**src/rtl/lsu_pkg.sv**
```systemverilog
// Shared types and constants for the load/store unit memory controller.
package lsu_pkg;

  localparam int unsigned XLEN = 32;
  localparam int unsigned BE_W = XLEN / 8;

  typedef enum logic [1:0] {
    IDLE  = 2'd0,
    ISSUE = 2'd1,
    WAIT  = 2'd2,
    WB    = 2'd3
  } lsu_state_e;

  localparam logic [2:0] LT_LB  = 3'b000;
  localparam logic [2:0] LT_LH  = 3'b001;
  localparam logic [2:0] LT_LW  = 3'b010;
  localparam logic [2:0] LT_LBU = 3'b100;
  localparam logic [2:0] LT_LHU = 3'b101;

  // Latched memory op held for the lifetime of one transaction
  typedef struct packed {
    logic            is_store;
    logic [2:0]      ltype;
    logic [XLEN-1:0] addr;
    logic [BE_W-1:0] be;
    logic [XLEN-1:0] wdata;
  } lsu_req_t;

  function automatic int unsigned cnt_width(input int unsigned n);
    return (n < 3) ? 1 : $clog2(n);
  endfunction

endpackage

```
**src/rtl/lsu_load_align.sv**
```systemverilog
// Selects the addressed byte/half of a read word and sign/zero-extends it.
module lsu_load_align
  import lsu_pkg::*;
(
  input  logic [XLEN-1:0] rdata_i,
  input  logic [1:0]      offset_i,
  input  logic [2:0]      ltype_i,
  output logic [XLEN-1:0] data_c_o
);

  logic [XLEN-1:0] byte_sh;
  logic [XLEN-1:0] half_sh;

  always_comb begin
    byte_sh  = rdata_i >> {offset_i, 3'b000};
    half_sh  = rdata_i >> {offset_i[1], 4'b0000};
    data_c_o = rdata_i;
    case (ltype_i)
      LT_LB:   data_c_o = {{24{byte_sh[7]}}, byte_sh[7:0]};
      LT_LH:   data_c_o = {{16{half_sh[15]}}, half_sh[15:0]};
      LT_LBU:  data_c_o = {24'h0, byte_sh[7:0]};
      LT_LHU:  data_c_o = {16'h0, half_sh[15:0]};
      default: data_c_o = rdata_i;
    endcase
  end

endmodule

```
**src/rtl/lsu_mem_ctrl.sv**
```systemverilog
// Single-outstanding LSU controller: dispatch handshake, data-bus req/gnt/rvalid,
// load alignment, write-back and access-fault reporting with response timeout.
module lsu_mem_ctrl
  import lsu_pkg::*;
#(
  parameter int unsigned TIMEOUT_CYCLES = 256,
  parameter int unsigned REG_ADDR_W     = 5
) (
  input  logic                  clk,
  input  logic                  rst_n,
  input  logic                  req_valid_i,
  output logic                  req_ready_o,
  input  logic                  req_load_i,
  input  logic                  req_store_i,
  input  logic [2:0]            req_ltype_i,
  input  logic [31:0]           req_addr_i,
  input  logic [3:0]            req_wmask_i,
  input  logic [31:0]           req_wdata_i,
  input  logic [REG_ADDR_W-1:0] req_rd_i,
  input  logic                  flush_i,
  output logic                  mem_req_o,
  input  logic                  mem_gnt_i,
  output logic                  mem_we_o,
  output logic [31:0]           mem_addr_o,
  output logic [3:0]            mem_be_o,
  output logic [31:0]           mem_wdata_o,
  input  logic                  mem_rvalid_i,
  input  logic [31:0]           mem_rdata_i,
  input  logic                  mem_err_i,
  output logic                  wb_valid_o,
  input  logic                  wb_ready_i,
  output logic [REG_ADDR_W-1:0] wb_rd_o,
  output logic [31:0]           wb_data_o,
  output logic                  store_done_o,
  output logic                  fault_load_o,
  output logic                  fault_store_o,
  output logic [31:0]           fault_addr_o,
  output logic                  busy_o
);

  localparam int unsigned    CntW   = cnt_width(TIMEOUT_CYCLES);
  localparam logic [CntW-1:0] CntMax = CntW'(TIMEOUT_CYCLES - 1);

  lsu_state_e            state_q, state_d;
  lsu_req_t              req_q, req_d;
  logic [REG_ADDR_W-1:0] rd_q, rd_d;
  logic                  discard_q, discard_d;
  logic [CntW-1:0]       cnt_q, cnt_d;
  logic [31:0]           wb_data_q, wb_data_d;
  logic [31:0]           fault_addr_q, fault_addr_d;
  logic                  store_done_q, store_done_d;
  logic                  fault_load_q, fault_load_d;
  logic                  fault_store_q, fault_store_d;
  logic                  req_ready_q, mem_req_q, busy_q, wb_valid_q;
  logic                  drop_c;
  logic [31:0]           align_data_c;

  lsu_load_align u_align (
    .rdata_i  (mem_rdata_i),
    .offset_i (req_q.addr[1:0]),
    .ltype_i  (req_q.ltype),
    .data_c_o (align_data_c)
  );

  // A flush arriving in the same cycle as the response still squashes it
  assign drop_c = discard_q | flush_i;

  always_comb begin
    state_d       = state_q;
    req_d         = req_q;
    rd_d          = rd_q;
    discard_d     = discard_q;
    cnt_d         = cnt_q;
    wb_data_d     = wb_data_q;
    fault_addr_d  = fault_addr_q;
    store_done_d  = 1'b0;
    fault_load_d  = 1'b0;
    fault_store_d = 1'b0;
    case (state_q)
      IDLE: begin
        if (req_valid_i && (req_load_i || req_store_i) && !flush_i) begin
          req_d.is_store = req_store_i;
          req_d.ltype    = req_ltype_i;
          req_d.addr     = req_addr_i;
          req_d.be       = req_store_i ? req_wmask_i : 4'hF;
          req_d.wdata    = req_wdata_i;
          rd_d           = req_rd_i;
          discard_d      = 1'b0;
          state_d        = ISSUE;
        end
      end
      ISSUE: begin
        if (mem_gnt_i) begin
          state_d   = WAIT;
          cnt_d     = '0;
          discard_d = flush_i;
        end else if (flush_i) begin
          state_d = IDLE;
        end
      end
      WAIT: begin
        if (mem_rvalid_i) begin
          state_d = IDLE;
          if (!drop_c) begin
            if (mem_err_i) begin
              fault_load_d  = !req_q.is_store;
              fault_store_d = req_q.is_store;
              fault_addr_d  = req_q.addr;
            end else if (req_q.is_store) begin
              store_done_d = 1'b1;
            end else begin
              wb_data_d = align_data_c;
              state_d   = WB;
            end
          end
        end else if (cnt_q == CntMax) begin
          state_d = IDLE;
          if (!drop_c) begin
            fault_load_d  = !req_q.is_store;
            fault_store_d = req_q.is_store;
            fault_addr_d  = req_q.addr;
          end
        end else begin
          cnt_d = cnt_q + CntW'(1);
          if (flush_i) discard_d = 1'b1;
        end
      end
      WB: begin
        if (wb_ready_i || flush_i) state_d = IDLE;
      end
      default: state_d = IDLE;
    endcase
  end

  // Status outputs are registered from the next state so they align with state_q
  always_ff @(posedge clk) begin
    if (!rst_n) begin
      state_q       <= IDLE;
      req_q         <= '0;
      rd_q          <= '0;
      discard_q     <= 1'b0;
      cnt_q         <= '0;
      wb_data_q     <= '0;
      fault_addr_q  <= '0;
      store_done_q  <= 1'b0;
      fault_load_q  <= 1'b0;
      fault_store_q <= 1'b0;
      req_ready_q   <= 1'b1;
      mem_req_q     <= 1'b0;
      busy_q        <= 1'b0;
      wb_valid_q    <= 1'b0;
    end else begin
      state_q       <= state_d;
      req_q         <= req_d;
      rd_q          <= rd_d;
      discard_q     <= discard_d;
      cnt_q         <= cnt_d;
      wb_data_q     <= wb_data_d;
      fault_addr_q  <= fault_addr_d;
      store_done_q  <= store_done_d;
      fault_load_q  <= fault_load_d;
      fault_store_q <= fault_store_d;
      req_ready_q   <= (state_d == IDLE);
      mem_req_q     <= (state_d == ISSUE);
      busy_q        <= (state_d != IDLE);
      wb_valid_q    <= (state_d == WB);
    end
  end

  assign req_ready_o   = req_ready_q;
  assign mem_req_o     = mem_req_q;
  assign mem_we_o      = req_q.is_store;
  assign mem_addr_o    = {req_q.addr[31:2], 2'b00};
  assign mem_be_o      = req_q.be;
  assign mem_wdata_o   = req_q.wdata;
  assign wb_valid_o    = wb_valid_q;
  assign wb_rd_o       = rd_q;
  assign wb_data_o     = wb_data_q;
  assign store_done_o  = store_done_q;
  assign fault_load_o  = fault_load_q;
  assign fault_store_o = fault_store_q;
  assign fault_addr_o  = fault_addr_q;
  assign busy_o        = busy_q;

`ifndef SYNTHESIS
  a_no_ld_st: assert property (@(posedge clk) disable iff (!rst_n)
    !(req_valid_i && req_load_i && req_store_i))
    else $error("lsu_mem_ctrl: load and store offered together");
  a_lw_align: assert property (@(posedge clk) disable iff (!rst_n)
    (req_valid_i && req_load_i && (req_ltype_i == LT_LW)) |-> (req_addr_i[1:0] == 2'b00))
    else $error("lsu_mem_ctrl: misaligned word load");
  a_lh_align: assert property (@(posedge clk) disable iff (!rst_n)
    (req_valid_i && req_load_i && ((req_ltype_i == LT_LH) || (req_ltype_i == LT_LHU)))
      |-> !req_addr_i[0])
    else $error("lsu_mem_ctrl: misaligned half load");
  a_rvalid_wait: assert property (@(posedge clk) disable iff (!rst_n)
    mem_rvalid_i |-> (state_q == WAIT))
    else $warning("lsu_mem_ctrl: mem_rvalid_i outside WAIT ignored");
`endif

endmodule

```
**config.mk**
```make
export PLATFORM = sky130hd
export DESIGN_NAME = lsu_mem_ctrl
export DESIGN_NICKNAME = d
export VERILOG_FILES = /design/src/rtl/lsu_pkg.sv /design/src/rtl/lsu_load_align.sv /design/src/rtl/lsu_mem_ctrl.sv
export SDC_FILE = /design/constraint.sdc
export NUM_CORES = 1
export LEC_CHECK = 0
export CAP_MARGIN = 40
export CORE_UTILIZATION = 41
export CTS_CLUSTER_SIZE = 8
export DETAILED_ROUTE_END_ITERATION = 8
export MAX_ROUTING_LAYER = met4
export PLACE_DENSITY_LB_ADDON = 0.12
export SLEW_MARGIN = 5
export SYNTH_ARGS = -nofsm -noshare
export SYNTH_HDL_FRONTEND = slang
export SYNTH_HIERARCHICAL = 1
export SYNTH_SLANG_ARGS = --single-unit
export TNS_END_PERCENT = 5
```
**constraint.sdc**
```tcl
create_clock -name clk -period 1.6 [get_ports clk]
set_input_delay 0.32 -clock clk [delete_from_list [all_inputs] [get_ports clk]]
set_output_delay 0.32 -clock clk [all_outputs]
set_load 0.005 [all_outputs]
```
==> results of run 1 <==
## worst register-to-register path, cell delays in order, from the launching register on
cell	delay, ps
dfxtp_4	380
inv_4	50
ha_4	170
nor3b_4	160
buf_4	150
nand3_4	100
a21oi_4	70
a211oi_4	280
buf_4	160
nor2_1	30
## kinds of logic after synthesis
logic type,Yosys count,share of synthesized area (%)
buffers and inverters,143,11.9
AO/OA/AOI/OAI,201,16.6
multiplexers,17,2.55
XOR/XNOR,4,0.483
other,1,0.0517
adder cells (fa/ha/maj),5,0.862
flip-flops,159,43.9
AND/OR/NAND/NOR,396,23.7
## power breakdown
group	internal, uW	switching (uW)	leakage [uW]
combinational	1040	895	0.00348
sequential	4130	104	0.00131
clock	2070	1910	0.000277
total	7250	2910	0.00507
## routing by layer
layer,wire [um],vias to the layer above,global-route usage [%]
li1,-,3492,-
met2,10100,220,37.4
met3,1530,26,6.23
met5,0,-,-
met1,9650,3200,29.8
met4,424,0,8.11
## metrics by stage
stage	setup slack, ps	power (uW)	TNS, ps
final	-63.7	10200	-1050
after global routing	-141	10600	-9490
after CTS	-121	10200	-1510
after detailed placement	-395	6210	-50190
after global placement	-382	6210	-44650
after floorplan	-103	5300	-2050
## state kept, by name (all words and copies together), names as in the netlist, 2 cells and up
| register | flops |
|---|---|
| cnt_q | 8 |
| fault_addr_o | 32 |
| mem_addr_o | 30 |
| mem_be_o | 4 |
| mem_wdata_o | 32 |
| req_q | 5 |
| state_q | 2 |
| wb_data_o | 32 |
| wb_rd_o | 5 |
## what timing repair did
action                                  in CTS  in global routing
cloned                                       1                  1
pin swaps                                    2                 13
gates resized for setup                    149                 87
setup buffers                                2                  8
endpoints found under the setup margin     248                190
## cell usage in the layout, fill, tap and decap left out, drive strengths merged, types with 7 or more instances in the layout
cell and n:
dlygate4sd2 99, clkdlybuf4s50 123, nor3b 7, buf 86, dlymetal6s2s 37, o22a 8, nor2 21, nand2 281
nand3 42, clkbuf 18, o21ai 41, nor3 9, a22o 8, a221o 8, inv 15, a21oi 117
dfxtp 159, nand3b 8, mux2i 14, nor2b 11
## worst paths after layout
path,endpoint,startpoint,slack (ps)
max reg2reg,state_q[1],state_q[0],-60
min reg2reg,mem_wdata_o[11],mem_wdata_o[11],450
min,discard_q,rst_n,300
max,state_q[1],state_q[0],-60
## cell type report
class | instances | area (um2) | share of cell area (%)
Antenna cell | 3 | 7.51 | 0.0683
Clock inverter | 15 | 145 | 1.32
Sequential cell | 159 | 3250 | 29.6
Tap cell | 225 | 282 | 2.56
Multi-Input combinational cell | 625 | 3410 | 31.0
Clock buffer | 17 | 425 | 3.87
Timing Repair Buffer | 346 | 3440 | 31.3
Inverter | 6 | 27.5 | 0.250
==> metrics.csv, run 1 <==
metric;value;unit
status;finished with violations;
failing checks;negative setup slack;
P per Cell Area;924;nW/um2
I/O pin total;263;
Clock Tree Buf Depth;2;
total CTS buffers;17;
crit path cell chain;inv_4, ha_4, nor3b_4, buf_4, nand3_4, a21oi_4, a211oi_4, buf_4, nor2_1;
final-report hold violation count;0;
final instance area;11000;um2
slowest library cell on the worst path;dfxtp_4;
EDFF count, synth;0;
first-pass GRT wire length;32900;um
DPL Wire Length;14800;um
Core Util, Final;63.6;%
drt first pass iters;4;
area of the mapped netlist;7260;um2
H-tree level count;4;
clock period minus worst slack;1660;ps
CP Launch Type;register;
Setup Skew;12.4;ps
hold depth;3;
Syn Inst Count;926;
DR vias;6938;
row cnt;48;
cell with the most instances after synthesis;nand2_1;
CP dominant cell by count;buf_4;
Post-synth top flop;dfxtp_1;
drt wl/cell;15.5;um
list of most frequent post-synthesis cells;nand2_1, dfxtp_1, a21oi_1, buf_4, nand3_1;
leak pwr;0.00507;uW
antenna-violating nets left;0;
Worst setup EP type;register;
Syn-to-layout area delta;51.5;%
Slew Limit Fails;0;
Final WS setup;-63.7;ps
critical path arrival;1980;ps
initial antenna violation count;3;
YS warnings;6;
Setup CP Type;register to register;
FILL cells;1602;
count of final setup violators;37;
worst min path class;primary input to register;
Starting Density;42.0;%
Worst EP required;1920;ps
placed instance area;10000;um2
largest net degree at the start of global routing;66;
worst reg2reg path depth;9;
Post-CTS Hold Fix Bufs;0;
FFs w/ async S/R, synth;0;%
register area share after synthesis;43.9;%
Overflow after GRT;0;
maximum vdd drop;731;uV
Routed WL;21700;um
DRC;0;
GPL Wtd Cong;0.888;
die area;18200;um2
clock root buffer master;clkbuf_16;
DP Cell Count;1349;
Clock Latency Late Sink;430;ps
Buf/Inv on CP;3;
Iter 0 DRT Violations;336;
I/O Buffers;260;
Synth top area share;43.9;%
CTS tree;yes;
unique cell type count in the Yosys netlist;59;
Period Utilization, post-route;104;%
CTS Sinks;159;
layout cell share with drive strength beyond 1;18.1;%
max frequency;601;MHz
Chip Width;135;um
clock slew at reported path FFs;70;ps
Syn Area/Cell;7.84;um2
All-Layer GR Usage;23.9;%
Max-Cap Viols;0;
worst-path fanout max;6;
Crit path max-delay family;flip-flops;
Die Y;135;um
Worst path depth;9;
Via density;4.97;
vias in the first global route;6412;
register bit total from synthesis;159;
Core Box Area;17300;um2
WHS;296;ps
Non-Filler Instances;1396;
Final #Nets;1278;
leading area contributor after synthesis;dfxtp_1;
Max stage delay on crit path;380;ps
Synth area leaders;dfxtp_1, nand2_1, a21oi_1, buf_4, nand3_1;
RSZ-0062 raised after global routing;true;
(Power assumes the default switching activity.)
==> run 2, diff against run 1 <==
--- a/constraint.sdc
+++ b/constraint.sdc
@@ -3,2 +3,2 @@
 set_output_delay 0.32 -clock clk [all_outputs]
-set_load 0.005 [all_outputs]
+set_load 0.05 [all_outputs]
==> metrics.csv, run 2 (synthesized netlist as in run 1, its figures left out) <==
metric;value;unit;change
DPL Wire Length;14800;um;about the same
Routed WL;22600;um;was 21700 um
Worst setup EP type;register;;unchanged
worst-path fanout max;5;;was 6
I/O Buffers;260;;unchanged
Final WS setup;-60.8;ps;was -63.7 ps
vias in the first global route;6137;;was 6412
DRC;0;;unchanged
CP Launch Type;register;;unchanged
Die Y;135;um;unchanged
row cnt;48;;unchanged
final instance area;11100;um2;was 11000 um2
antenna-violating nets left;0;;unchanged
Slew Limit Fails;0;;unchanged
Setup Skew;12.5;ps;was 12.4 ps
worst min path class;primary input to register;;unchanged
Core Box Area;17300;um2;unchanged
Period Utilization, post-route;104;%;about the same
Clock Latency Late Sink;420;ps;was 430 ps
RSZ-0062 raised after global routing;true;;unchanged
I/O pin total;263;;unchanged
Iter 0 DRT Violations;445;;was 336
CTS Sinks;159;;unchanged
total CTS buffers;17;;unchanged
max frequency;602;MHz;was 601 MHz
drt first pass iters;5;;was 4
Chip Width;135;um;unchanged
All-Layer GR Usage;23.4;%;was 23.9%
leak pwr;0.00439;uW;was 0.00507 uW
Overflow after GRT;0;;unchanged
Post-CTS Hold Fix Bufs;0;;unchanged
H-tree level count;4;;unchanged
largest net degree at the start of global routing;69;;was 66
most frequent cells in the layout;nand2_1, buf_4, dfxtp_1, clkdlybuf4s50_1, a21oi_1;;was nand2_1, clkdlybuf4s50_1, dfxtp_1, a21oi_1, dlygate4sd2_1
placed instance area;9680;um2;was 10000 um2
most common cell after layout, fill and taps aside;nand2_1;;unchanged
maximum vdd drop;727;uV;was 731 uV
drt wl/cell;16.1;um;was 15.5 um
status;finished with violations;;unchanged
P per Cell Area;995;nW/um2;was 924 nW/um2
DR vias;7046;;was 6938
clock root buffer master;clkbuf_16;;unchanged
Worst EP required;1920;ps;about the same
first-pass GRT wire length;32300;um;was 32900 um
Clock Tree Buf Depth;2;;unchanged
layout cell share with drive strength beyond 1;31.7;%;was 18.1%
critical path arrival;1980;ps;about the same
die area;18200;um2;unchanged
Setup CP Type;register to register;;unchanged
final-report hold violation count;0;;unchanged
Final #Nets;1287;;was 1278
GPL Wtd Cong;0.843;;was 0.888
Via density;5.02;;was 4.97
clock period minus worst slack;1660;ps;about the same
initial antenna violation count;3;;unchanged
Max-Cap Viols;0;;unchanged
Syn-to-layout area delta;53.3;%;was 51.5%
count of final setup violators;23;;was 37
failing checks;negative setup slack;;unchanged
WHS;337;ps;was 296 ps
CTS tree;yes;;unchanged
Non-Filler Instances;1404;;was 1396
clock slew at reported path FFs;70;ps;about the same
Starting Density;42.0;%;unchanged
DP Cell Count;1348;;was 1349
## run 2: worst paths after layout
| check | from | slack (ps) | cells after the start | end |
|---|---|---|---|---|
| max reg2reg | state_q[0] | -60 | 9 | req_ready_o |
| max | state_q[0] | -60 | 9 | req_ready_o |
| min | rst_n | 340 | 3 | state_q[0] |
| min reg2reg | mem_wdata_o[4] | 450 | 2 | mem_wdata_o[4] |
## run 2: what timing repair did
| item | CTS | global route |
|---|---|---|
| endpoints found under the setup margin | 132 | 145 |
| gates cloned | 0 | 11 |
| buffers inserted | 3 | 9 |
| gates resized for setup | 27 | 91 |
| pin swaps | 13 | 45 |
## run 2: power by group
group / leakage (uW) / internal (uW) / switching [uW]
logic: 0.00280 / 1150 / 1470
clock network: 0.000299 / 2510 / 1680
registers: 0.00129 / 4130 / 116
## run 2: stage by stage
step | TNS [ps] | setup slack [ps] | power [uW] | utilization (%)
floorplan | -2150 | -103 | 5810 | -
global placement | -50110 | -394 | 6670 | 56.0
detailed placement | -52380 | -414 | 6680 | 56.0
CTS | -286 | -34.5 | 10900 | 60.2
global route | -8600 | -128 | 11500 | 64.3
finish | -515 | -60.8 | 11100 | 64.3
## run 2: cell type report
type	count	area [um2]
Sequential cell	159	3200
Antenna cell	3	7.51
Timing Repair Buffer	355	3340
Clock inverter	12	160
Tap cell	225	282
Multi-Input combinational cell	625	3670
Fill cell	1499	6170
Inverter	6	27.5
Clock buffer	19	443
## run 2: worst max-delay path: stages, from the launching register on
cell and delay, ps:
dfxtp_4 360, inv_4 70, ha_4 150, nor3b_4 210, buf_6 140, nand3_4 90
a21oi_4 170, a211oi_4 70, buf_4 130, o21a_1 160
## run 2: per-layer routing
metal	share of wire (%)	GRT usage, %	routed length [um]
met1	45	30.0	10200
met2	47	36.1	10600
met3	6.4	6.12	1450
met4	1.1	6.49	240
met5	0	-	0
